===== config.mk =====
export PLATFORM = sky130hd
export DESIGN_NAME = simd_acc32
export DESIGN_NICKNAME = d
export VERILOG_FILES = /design/src/rtl/simd_acc_pkg.sv /design/src/rtl/vec_sat_add.sv /design/src/rtl/simd_acc32.sv
export SDC_FILE = /design/constraint.sdc
export NUM_CORES = 1
export LEC_CHECK = 0
export CAP_MARGIN = 20
export CORE_AREA = 2 2 112 114
export CTS_CLUSTER_SIZE = 14
export DETAILED_ROUTE_END_ITERATION = 7
export DIE_AREA = 0 0 114 116
export PLACE_DENSITY = 0.57
export SYNTH_ARGS = -nofsm -noshare
export SYNTH_HDL_FRONTEND = slang
export SYNTH_SLANG_ARGS = --single-unit

===== constraint.sdc =====
create_clock -name clk -period 9.2 [get_ports clk]
set_input_delay 1.38 -clock clk [delete_from_list [all_inputs] [get_ports clk]]
set_output_delay 1.38 -clock clk [all_outputs]
set_load 0.005 [all_outputs]

===== src/rtl/simd_acc_pkg.sv =====
// Shared types and constants for the SIMD accumulator slice.
package simd_acc_pkg;

   typedef enum logic [1:0] {
      IDLE = 2'd0,
      ACC  = 2'd1,
      OUT  = 2'd2
   } state_t;

   localparam logic MODE_2X16 = 1'b0;
   localparam logic MODE_1X32 = 1'b1;

   localparam logic [15:0] SAT16_MAX = 16'h7FFF;
   localparam logic [15:0] SAT16_MIN = 16'h8000;
   localparam logic [31:0] SAT32_MAX = 32'h7FFF_FFFF;
   localparam logic [31:0] SAT32_MIN = 32'h8000_0000;

endpackage


===== src/rtl/vec_sat_add.sv =====
// Lane-isolated signed adder with per-lane overflow detect and optional clamp.
module vec_sat_add
   import simd_acc_pkg::*;
(
   input  logic [31:0] a,
   input  logic [31:0] b,
   input  logic        mode,
   input  logic        sat_en,
   output logic [31:0] sum,
   output logic [1:0]  ovf
);

   logic [15:0] s0;
   logic [15:0] s1;
   logic [31:0] s32;
   logic        o0;
   logic        o1;
   logic        o32;

   // Raw lane sums and signed-overflow flags (same operand signs, result sign differs).
   always_comb begin
      s0  = a[15:0] + b[15:0];
      s1  = a[31:16] + b[31:16];
      s32 = a + b;
      o0  = (a[15] == b[15]) && (s0[15] != a[15]);
      o1  = (a[31] == b[31]) && (s1[15] != a[31]);
      o32 = (a[31] == b[31]) && (s32[31] != a[31]);
   end

   // Select lane packing, clamp toward the operand sign when saturating.
   always_comb begin
      sum = '0;
      ovf = '0;
      if (mode == MODE_2X16) begin
         sum[15:0]  = (sat_en && o0) ? (a[15] ? SAT16_MIN : SAT16_MAX) : s0;
         sum[31:16] = (sat_en && o1) ? (a[31] ? SAT16_MIN : SAT16_MAX) : s1;
         ovf        = {o1, o0};
      end else begin
         sum = (sat_en && o32) ? (a[31] ? SAT32_MIN : SAT32_MAX) : s32;
         ovf = {1'b0, o32};
      end
   end

endmodule


===== src/rtl/simd_acc32.sv =====
// Beat-counting vector accumulator with valid/ready input and output ports.
module simd_acc32
   import simd_acc_pkg::*;
#(
   parameter int unsigned LEN_W = 8,
   parameter bit          SAT   = 1'b1
) (
   input  logic             clk,
   input  logic             rst,
   input  logic             start,
   input  logic [LEN_W-1:0] len,
   input  logic             mode,
   input  logic             in_valid,
   output logic             in_ready,
   input  logic [31:0]      in_data,
   output logic             out_valid,
   input  logic             out_ready,
   output logic [31:0]      out_data,
   output logic [1:0]       ovf,
   output logic             busy
);

   state_t           state;
   state_t           state_nxt;
   logic [LEN_W-1:0] rem;
   logic             mode_q;
   logic [31:0]      acc;
   logic [1:0]       ovf_q;
   logic [31:0]      sum;
   logic [1:0]       sum_ovf;
   logic             run_go;
   logic             beat;
   logic             last_beat;

   assign run_go    = (state == IDLE) && start && (len != '0);
   assign beat      = (state == ACC) && in_valid;
   assign last_beat = beat && (rem == LEN_W'(1));

   vec_sat_add u_add (
      .a      (acc),
      .b      (in_data),
      .mode   (mode_q),
      .sat_en (SAT),
      .sum    (sum),
      .ovf    (sum_ovf)
   );

   // State register.
   always_ff @(posedge clk or posedge rst) begin
      if (rst) state <= IDLE;
      else     state <= state_nxt;
   end

   // Next-state decode.
   always_comb begin
      state_nxt = state;
      unique case (state)
         IDLE: if (run_go)              state_nxt = ACC;
         ACC:  if (last_beat)           state_nxt = OUT;
         OUT:  if (out_ready)           state_nxt = IDLE;
         default:                       state_nxt = IDLE;
      endcase
   end

   // Run configuration, beat counter, accumulator and sticky overflow.
   always_ff @(posedge clk or posedge rst) begin
      if (rst) begin
         rem    <= '0;
         mode_q <= MODE_2X16;
         acc    <= '0;
         ovf_q  <= '0;
      end else if (run_go) begin
         rem    <= len;
         mode_q <= mode;
         acc    <= '0;
         ovf_q  <= '0;
      end else if (beat) begin
         rem    <= rem - LEN_W'(1);
         acc    <= sum;
         ovf_q  <= ovf_q | sum_ovf;
      end
   end

   // Outputs depend on registered state only.
   always_comb begin
      in_ready  = (state == ACC);
      out_valid = (state == OUT);
      busy      = (state != IDLE);
      out_data  = acc;
      ovf       = ovf_q;
   end

endmodule


==> results.cfg, run 1 <==
[min_path]
hold_path.class = reg -> reg
hold_path_depth = 2
min_delay_worst_endpoint = ovf[0]
min-delay-start = ovf[0]

[place]
io_buffers = 82
dp_hpwl_um = 11500
gp_congestion = 0.959

[power_and_ir_drop]
total_power_uw = 2240
internal-power_uw = 1110
leakage_uw = 0.00235
ir_drop_uv = 128
clockPowerShare_pct = 10.0
swShare_pct = 50.3
p_sw_uw = 1130
combPwrFrac_pct = 72.1
p_per_area_nw_per_um2 = 400
pwr-share-seq_pct = 17.9

[sta]
finalSetupTns_ns = 0
fin_crit_ns = 4.64
fmax_mhz = 216
fin_crit_sh_pct = 50.4
slew_viol_final = 0
worstMarginPinSlew_ns = 1.00
finalHoldViolations = 0
rsz0062_at_grt = false
clock_skew_ns = 0.00912
relSlewSlack_pct = 32.9
finalSetupViolations = 0

[setup_path]
startpoint_type = input pin
critPathRequiredTime_ns = 9.36
regToRegEndpoint = out_data[19]
cp_slowest_stage_delay_ns = 0.58
crit_start = in_data[24]
arrival_ns = 4.80
path_cells = clkdlybuf4s50_1, ha_1, nand2_1, or4_1, or4_4, a211oi_4, nor2_2, mux2_4, o21ai_0, a31oi_1
reg2reg_from = out_data[24]
crit_type = in -> reg
path_delay_family = simple AND/OR/NAND/NOR gates
crit_slowest_cell = or4_1
r2r_slack_ns = 5.60
crit_fanout = 14
crit_path_end_kind = flip-flop
critPathBufInv = 1
r2r_cells = 9

[clock_tree]
cts_buffers = 5
hold_buffers = 0
cts_post_setup_buffers_inserted = 0
ctsHtreeMaxLevel = 2
cts_sinks = 45
cts_tree = yes
cts_root_buffer = clkbuf_16
cts_buffer_depth = 2
cts.clk_slew.worst_paths_ns = 0.07
clk_latency_ns = 0.30
cts_resized = 0

[drt]
dr.first_iter.drc_count = 370
wl_per_cell_um = 18.9
num_vias = 4748
first_pass_iters = 5
ant_nets = 0
wirelength_um = 15300
vias_per_cell = 5.88
drc = 0

[yosys]
ys_async_sr_fraction_pct = 100
synth_seq_cells = 45
yosys_warnings = 0
synth_edf_count = 0
synth_area_um2 = 4510
ys_seq_area_share_pct = 25.0
synth.distinct_cells = 64
avgSynthCellArea_um2 = 7.60
synth_cells = 594
synth-main-ff-cell = dfrtp_1
syn_nets = 675

[global_routing]
grt_util_all_layers_pct = 23.1
grt_max_degree = 46
antenna_found_initial = 0
grt-ovfl-total = 0
grt_pass1_wl_um = 24000
grt_pass1_vias = 4517

[cells_and_area]
multi_input_area_um2 = 3170
final_core_util_pct = 47.0
fin_nets = 741
regArea_um2 = 1130
areaGrowthSynthToFinish_pct = 24.1
drive_gt1_share_pct = 4.24
antenna_cells = 0
fill_cells = 1197

[floorplanning]
die_h_um = 116
pin_count = 83
rows = 40
die_x_um = 114
dieArea_um2 = 13200
core_um2 = 11900
start_util_pct = 37.9

[run_status]
outcome = finished clean

[job]
maxCapViolCount = 0
[synthesized netlist by cell type (all sizes together) (3+ instances only)]
library cell   n  area, um2
nand4          7       43.8
and2           4       26.3
inv           23       86.3
or3            4       25.0
nand3         21        105
nor2b          6       37.5
mux2i          5       50.1
or4            4       33.8
o2111ai        7       61.3
or2            5       31.3
xnor2         23        201
xor2          18        158
clkbuf        19       71.3
a222oi         3       30.0
a22oi          4       30.0
nor3          20        100
a21o          10       75.1
dfrtp         45       1130
a211oi         4       42.5
o21ai         48        240
o211ai        11       82.6
o21bai         7       63.8
o21a           5       37.5
nand2b         6       37.5
a21oi         61        309
a31oi         12       75.1
o31ai          3       22.5
o41ai          5       43.8
o22ai          4       25.0
nand2         77        289
buf            8       61.3
ha            33        413
nor2          53        201
[kinds of logic after synthesis]
| kind of cell | Yosys count | synth area share, % |
|---|---|---|
| adders and majority gates | 35 | 10.0 |
| muxes | 7 | 1.69 |
| xor gates and xnor gates | 41 | 7.96 |
| buffers and inverters | 50 | 4.85 |
| DFF | 45 | 25.0 |
| AOI/OAI and AO/OA | 199 | 28.3 |
| and+or+nand+nor | 217 | 22.2 |
[sequential cells by signal, summed over array words and instances, names as in the netlist]
| register | flops |
|---|---|
| state | 2 |
| rem | 8 |
| ovf | 2 |
| out_data | 32 |
| mode_q | 1 |
[power by group through the flow]
stage / registers, uW / clock network [uW] / logic, uW
detailed placement: 403 / 0 / 1590
global placement: 402 / 0 / 1600
global route: 418 / 234 / 1780
finish: 402 / 224 / 1620
floorplan: 381 / 0 / 1120
CTS: 402 / 226 / 1600
[per-stage QoR]
stage	hold WS, ns	instance area [um2]	cells	setup slack (ns)
after floorplan	0.461	4510	594	5.23
after global placement	0.482	5410	799	4.24
after detailed placement	0.493	5410	799	4.27
after CTS	0.510	5580	807	4.57
after global routing	0.534	5600	808	4.44
final	0.506	5600	808	4.56
[metal layers]
layer / wire length [um] / track usage (%)
met1: 7420 / 33.4
met5: 0 / 0
met4: 262 / 6.34
met3: 953 / 3.19
met2: 6630 / 36.4
[how the worst max path moves through the flow]
stage	to	slack [ns]	cells after the start
after global placement	out_data[19]	4.24	10
after global routing	out_data[30]	4.44	10
after detailed placement	out_data[19]	4.27	10
after floorplan	out_data[17]	5.23	11
final	out_data[19]	4.56	10
after CTS	out_data[19]	4.57	10
[cells in the final DEF, fill, tap and decap left out, types with 3 or more instances in the layout]
| cell type | synthesis | final |
|---|---|---|
| a211oi_1 | 3 | 3 |
| a22oi_1 | 4 | 4 |
| dfrtp_1 | 45 | 45 |
| ha_1 | 33 | 33 |
| a21oi_1 | 60 | 60 |
| a31oi_1 | 12 | 12 |
| inv_1 | 23 | 22 |
| nand4_1 | 7 | 7 |
| nand2_1 | 77 | 77 |
| xnor2_1 | 23 | 23 |
| or3_1 | 4 | 4 |
| o41ai_1 | 5 | 5 |
| o21ai_1 | 11 | 11 |
| a21o_1 | 10 | 10 |
| or2_2 | 4 | 4 |
| o22ai_1 | 4 | 4 |
| nand3_1 | 21 | 21 |
| nor2_1 | 52 | 52 |
| o21bai_1 | 6 | 6 |
| o21ai_0 | 37 | 37 |
| o31ai_1 | 3 | 3 |
| clkbuf_16 | 0 | 5 |
| nand2b_1 | 6 | 6 |
| clkdlybuf4s50_1 | 0 | 82 |
| mux2i_1 | 5 | 5 |
| nor3_1 | 20 | 20 |
| xor2_1 | 18 | 18 |
| o211ai_1 | 11 | 11 |
| nor2b_1 | 6 | 6 |
| o2111ai_1 | 7 | 7 |
| o21a_1 | 5 | 5 |
| or4_1 | 3 | 3 |
| and2_1 | 3 | 3 |
| a222oi_1 | 3 | 3 |
| buf_4 | 1 | 3 |
[final cells by class]
type / count / share of cell area [%]
Clock buffer: 5 / 2.23
Tap cell: 147 / 3.28
Inverter: 23 / 1.54
Timing Repair Buffer: 86 / 15.4
Clock inverter: 3 / 0.893
Sequential cell: 45 / 20.1
Multi-Input combinational cell: 499 / 56.5
[worst register-to-register path: cells and delay by family (launching register included)]
family / cells / cell delay [ns]
compound gates: 3 / 0.78
fa+ha+maj: 1 / 0.52
flops: 1 / 0.43
mux: 1 / 0.41
simple gates: 4 / 1.33
Note: power is estimated with default switching activity, not from simulation.
==> inputs of run 2 (changes only) <==
--- a/config.mk
+++ b/config.mk
@@ -10,7 +10,7 @@
 export CTS_CLUSTER_SIZE = 14
 export DETAILED_ROUTE_END_ITERATION = 7
 export DIE_AREA = 0 0 114 116
-export PLACE_DENSITY = 0.57
+export PLACE_DENSITY = 0.59
 export SYNTH_ARGS = -nofsm -noshare
 export SYNTH_HDL_FRONTEND = slang
 export SYNTH_SLANG_ARGS = --single-unit
==> constraint.sdc (replaced) <==
create_clock -name clk -period 4.03 [get_ports clk]
set_input_delay 0.6045 -clock clk [delete_from_list [all_inputs] [get_ports clk]]
set_output_delay 0.6045 -clock clk [all_outputs]
set_load 0.005 [all_outputs]
==> run 2 against run 1 <==
  * Global-route usage fell by 0.34 points
  * Critical path depth did not move
  * Core utilization rose by 1.5 points
  * Clock skew fell by 0.0017 ns
  * Via count fell by 0.17%
  * First-iteration DRC count fell by 6.2%
  * Clock-buffer cell count did not move
  * Critical endpoint is now out_data[16]
  * Clock power rose by 120%
==> results.cfg, run 2 (synthesized netlist as in run 1, its figures left out) <==
[setup_path]
crit_path_end_kind = flip-flop
crit_start = in_data[30]
arrival_ns = 3.77
regToRegEndpoint = out_data[16]
startpoint_type = input pin
reg2reg_from = out_data[30]
r2r_cells = 9
crit_fanout = 14
r2r_slack_ns = 0.71
critPathRequiredTime_ns = 4.19
crit_type = in -> reg

[global_routing]
grt-ovfl-total = 0
grt_pass1_wl_um = 23700
grt_pass1_vias = 4540
antenna_found_initial = 0
grt_util_all_layers_pct = 22.8
grt_max_degree = 46

[run_status]
outcome = finished clean

[sta]
rsz0062_at_grt = false
fin_crit_sh_pct = 89.7
finalSetupViolations = 0
finalSetupTns_ns = 0
relSlewSlack_pct = 58.9
worstMarginPinSlew_ns = 0.612
clock_skew_ns = 0.00743
slew_viol_final = 0
fin_crit_ns = 3.61
finalHoldViolations = 0
fmax_mhz = 277

[cells_and_area]
drive_gt1_share_pct = 7.59
fin_nets = 765
final_cells = 832
largest_reg_flops = 32
fin_area_um2 = 5780
antenna_cells = 0
final_core_util_pct = 48.5
final_cell_mix = clkdlybuf4s50_1 (82), nand2_1 (77), a21oi_1 (60)
final_common_cell = clkdlybuf4s50_1
areaGrowthSynthToFinish_pct = 28.1
fill_cells = 1220

[drt]
wirelength_um = 14800
first_pass_iters = 5
drc = 0
wl_per_cell_um = 17.8
dr.first_iter.drc_count = 347
vias_per_cell = 5.70
num_vias = 4740
ant_nets = 0

[place]
gp_congestion = 0.903
dpl.cell_count = 823
io_buffers = 82
dp_hpwl_um = 11600
place_area_um2 = 5590

[power_and_ir_drop]
leakage_uw = 0.00246
total_power_uw = 5250
ir_drop_uv = 299
p_per_area_nw_per_um2 = 908

[min_path]
hold_path.class = in -> async

[clock_tree]
cts_buffers = 5
cts_post_setup_buffers_inserted = 0
cts_buffer_depth = 2
cts_root_buffer = clkbuf_16
cts_sinks = 45
hold_buffers = 0
clk_latency_ns = 0.30
cts_resized = 0
cts.clk_slew.worst_paths_ns = 0.07
cts_tree = yes
ctsHtreeMaxLevel = 2

[floorplanning]
pin_count = 83
die_h_um = 116
rows = 40
core_um2 = 11900
dieArea_um2 = 13200
die_x_um = 114
start_util_pct = 37.9

[job]
maxCapViolCount = 0
## run 2: changes by cell type in the layout (fill, tap and decap cells not counted), sizes merged
cell / before / now
clkinv: 1 / 0
inv: 24 / 25
buf: 4 / 28
## run 2: how the worst max path moves through the flow
| stage | cells past startpoint | slack (ns) | to |
|---|---|---|---|
| 4_1_cts | 11 | 0.43 | out_data[30] |
| 3_3_place_gp | 11 | 0.09 | out_data[30] |
| 5_1_grt | 11 | 0.29 | out_data[21] |
| 2_1_floorplan | 11 | 0.83 | out_data[17] |
| 3_5_place_dp | 10 | 0.12 | out_data[16] |
| 6_report | 10 | 0.42 | out_data[16] |
## run 2: layer usage
layer | GRT usage, % | vias to the layer above | wire, um
met4 | 3.90 | 0 | 110
met3 | 5.07 | 8 | 990
met5 | 0 | - | 0
li1 | - | 2351 | -
met1 | 31.6 | 2239 | 7080
met2 | 37.1 | 142 | 6650
## run 2: through the flow
step / hold slack (ns) / worst slack (ns)
global placement: 0.476 / 0.0899
finish: 0.495 / 0.416
CTS: 0.513 / 0.425
detailed placement: 0.488 / 0.116
floorplan: 0.461 / 0.833
global route: 0.523 / 0.287
## run 2: critical path, cell delays in order
cell             delay [ns]
clkdlybuf4s50_1        0.40
ha_1                   0.35
nand2_1                0.10
or4_1                  0.58
or4_4                  0.52
a211oi_4               0.32
nor2_2                 0.08
mux2_4                 0.39
o21ai_0                0.28
a31oi_1                0.13
## run 2: report_power, final
group	switching, uW	internal [uW]	total (uW)	leakage [uW]
registers	224	687	911	0.000537
clock network	204	298	502	0.0000848
logic	2140	1700	3840	0.00184
## run 2: final cells by class
cell class | instances | area, um2 | area share [%]
Multi-Input combinational cell | 499 | 3170 | 54.8
Timing Repair Buffer | 110 | 1040 | 18.1
Clock buffer | 5 | 125 | 2.16
Inverter | 23 | 86.3 | 1.49
Clock inverter | 3 | 47.5 | 0.823
Tap cell | 147 | 184 | 3.18
Sequential cell | 45 | 1130 | 19.5
==> inputs of run 3 (changes only) <==
==> constraint.sdc (replaced) <==
create_clock -name clk -period 4.03 [get_ports clk]
set_input_delay 0.403 -clock clk [delete_from_list [all_inputs] [get_ports clk]]
set_output_delay 0.403 -clock clk [all_outputs]
set_load 0.005 [all_outputs]
==> run 3 against run 2 <==
  * Maximum frequency is 4.7% higher
  * Highest routed layer unchanged
  * Clock skew is essentially flat
  * Non-clock buffer count down 5
  * Largest power group unchanged
  * Die area stayed put
  * Via count rose by 1.7%
  * Clock-buffer cell count did not move
  * Register-to-register slack lost 0.02 ns
  * Total power decreased by 1.4%
  * Clock power fell by 12%
  * Sequential share of layout area rose by 0.20 points
  * First-iteration DRC count grew 6.9%
==> results.cfg, run 3 (synthesized netlist as in run 1, its figures left out) <==
[floorplanning]
core_um2 = 11900
die_x_um = 114
start_util_pct = 37.9
die_h_um = 116
rows = 40
dieArea_um2 = 13200
pin_count = 83

[sta]
slew_viol_final = 0
finalSetupTns_ns = 0
clock_skew_ns = 0.00709
worstMarginPinSlew_ns = 0.771
fin_crit_ns = 3.45
finalSetupViolations = 0
fmax_mhz = 290
finalHoldViolations = 0
fin_crit_sh_pct = 85.7
rsz0062_at_grt = false
relSlewSlack_pct = 48.4

[clock_tree]
clk_latency_ns = 0.30
cts_post_setup_buffers_inserted = 0
cts_buffers = 5
hold_buffers = 0
cts_resized = 0
cts.clk_slew.worst_paths_ns = 0.07
ctsHtreeMaxLevel = 2
cts_buffer_depth = 2
cts_sinks = 45
cts_tree = yes
cts_root_buffer = clkbuf_16

[global_routing]
use_met2_pct = 35.9
grt_max_degree = 46
met1_usage_pct = 32.4
grt_util_all_layers_pct = 22.8
grt_pass1_vias = 4607
antenna_found_initial = 0
grt_pass1_wl_um = 23800
met3_usage_pct = 3.82
grt_busiest_layer = met2
grt-ovfl-total = 0

[cells_and_area]
final_cell_mix = clkdlybuf4s50_1 (82), nand2_1 (77), a21oi_1 (60)
largest_reg_flops = 32
drive_gt1_share_pct = 6.91
fill_cells = 1215
areaGrowthSynthToFinish_pct = 26.8
antenna_cells = 0
final_common_cell = clkdlybuf4s50_1
fin_nets = 760
final_cells = 827

[place]
io_buffers = 82
gp_congestion = 0.930
dpl.cell_count = 818
dp_hpwl_um = 11500

[power_and_ir_drop]
p_per_area_nw_per_um2 = 904
ir_drop_uv = 297
leakage_uw = 0.00243

[setup_path]
cp_slowest_stage_delay_ns = 0.46
crit_type = in -> reg
reg2reg_from = out_data[25]
arrival_ns = 3.60
crit_path_frequent_cell = buf_4
r2r_slack_ns = 0.69
crit_start = in_data[25]
crit_slowest_cell = o41ai_1
path_cells = clkdlybuf4s50_1, ha_1, buf_4, nand4_1, o22ai_1, o41ai_1, buf_4, a21bo_2, o311a_2, and2_2, nand2_1, o2111ai_1
critPathRequiredTime_ns = 4.18
crit_path_end_kind = flip-flop
crit_fanout = 15
startpoint_type = input pin

[run_status]
outcome = finished clean

[drt]
drc = 0
vias_per_cell = 5.83
wl_per_cell_um = 17.9
dr.first_iter.drc_count = 371
num_vias = 4819
ant_nets = 0
first_pass_iters = 5
wirelength_um = 14800

[min_path]
hold_path.class = in -> async

[job]
maxCapViolCount = 0
run 3: cell count changes in the layout (fill, tap and decap cells not counted):
cell,before,now
inv_6,2,1
bufinv_16,1,0
clkinv_4,0,1
buf_4,27,22
clkinvlp_4,0,1
run 3: path summary, 6_finish.rpt:
path | endpoint | cells past startpoint
max | out_data[28] | 12
min | out_data[22] | 2
max reg2reg | out_data[28] | 11
min reg2reg | ovf[0] | 2
max in group asynchronous | out_data[20] | 3
min in group clk | ovf[0] | 2
run 3: per-layer routing:
metal	vias to the layer above	share of wire, %
li1	2343	-
met1	2267	47
met2	185	45
met3	24	6.5
met4	0	1.7
met5	-	0
run 3: layout make-up:
| type | count | area (um2) | share of cell area, % |
|---|---|---|---|
| Inverter | 23 | 86.3 | 1.51 |
| Sequential cell | 45 | 1130 | 19.7 |
| Tap cell | 147 | 184 | 3.22 |
| Multi-Input combinational cell | 499 | 3170 | 55.4 |
| Clock buffer | 5 | 125 | 2.19 |
| Clock inverter | 3 | 25.0 | 0.437 |
| Timing Repair Buffer | 105 | 1010 | 17.6 |
run 3: through the flow:
step | setup slack, ns | hold slack (ns) | utilization (%) | power (uW) | cell area [um2]
finish | 0.577 | 0.433 | 48.0 | 5170 | 5720
detailed placement | 0.333 | 0.483 | 46.6 | 4670 | 5550
floorplan | 1.03 | 0.461 | - | 3420 | 4510
CTS | 0.624 | 0.500 | 47.9 | 5140 | 5700
global route | 0.398 | 0.503 | 48.0 | 5610 | 5720
global placement | 0.342 | 0.484 | 46.6 | 4670 | 5550
run 3: power by group:
group	switching, uW	leakage, uW	internal (uW)
clock	210	0.0000704	234
sequential	231	0.000537	687
combinational	2140	0.00182	1680
total	2580	0.00243	2600
run 3: critical path, delay by kind of cell:
| kind | cells | cell delay [ns] |
|---|---|---|
| AO/OA/AOI/OAI | 5 | 1.42 |
| buffers and inverters | 3 | 0.85 |
| adder cells (fa/ha/maj) | 1 | 0.35 |
| AND/OR/NAND/NOR | 3 | 0.58 |
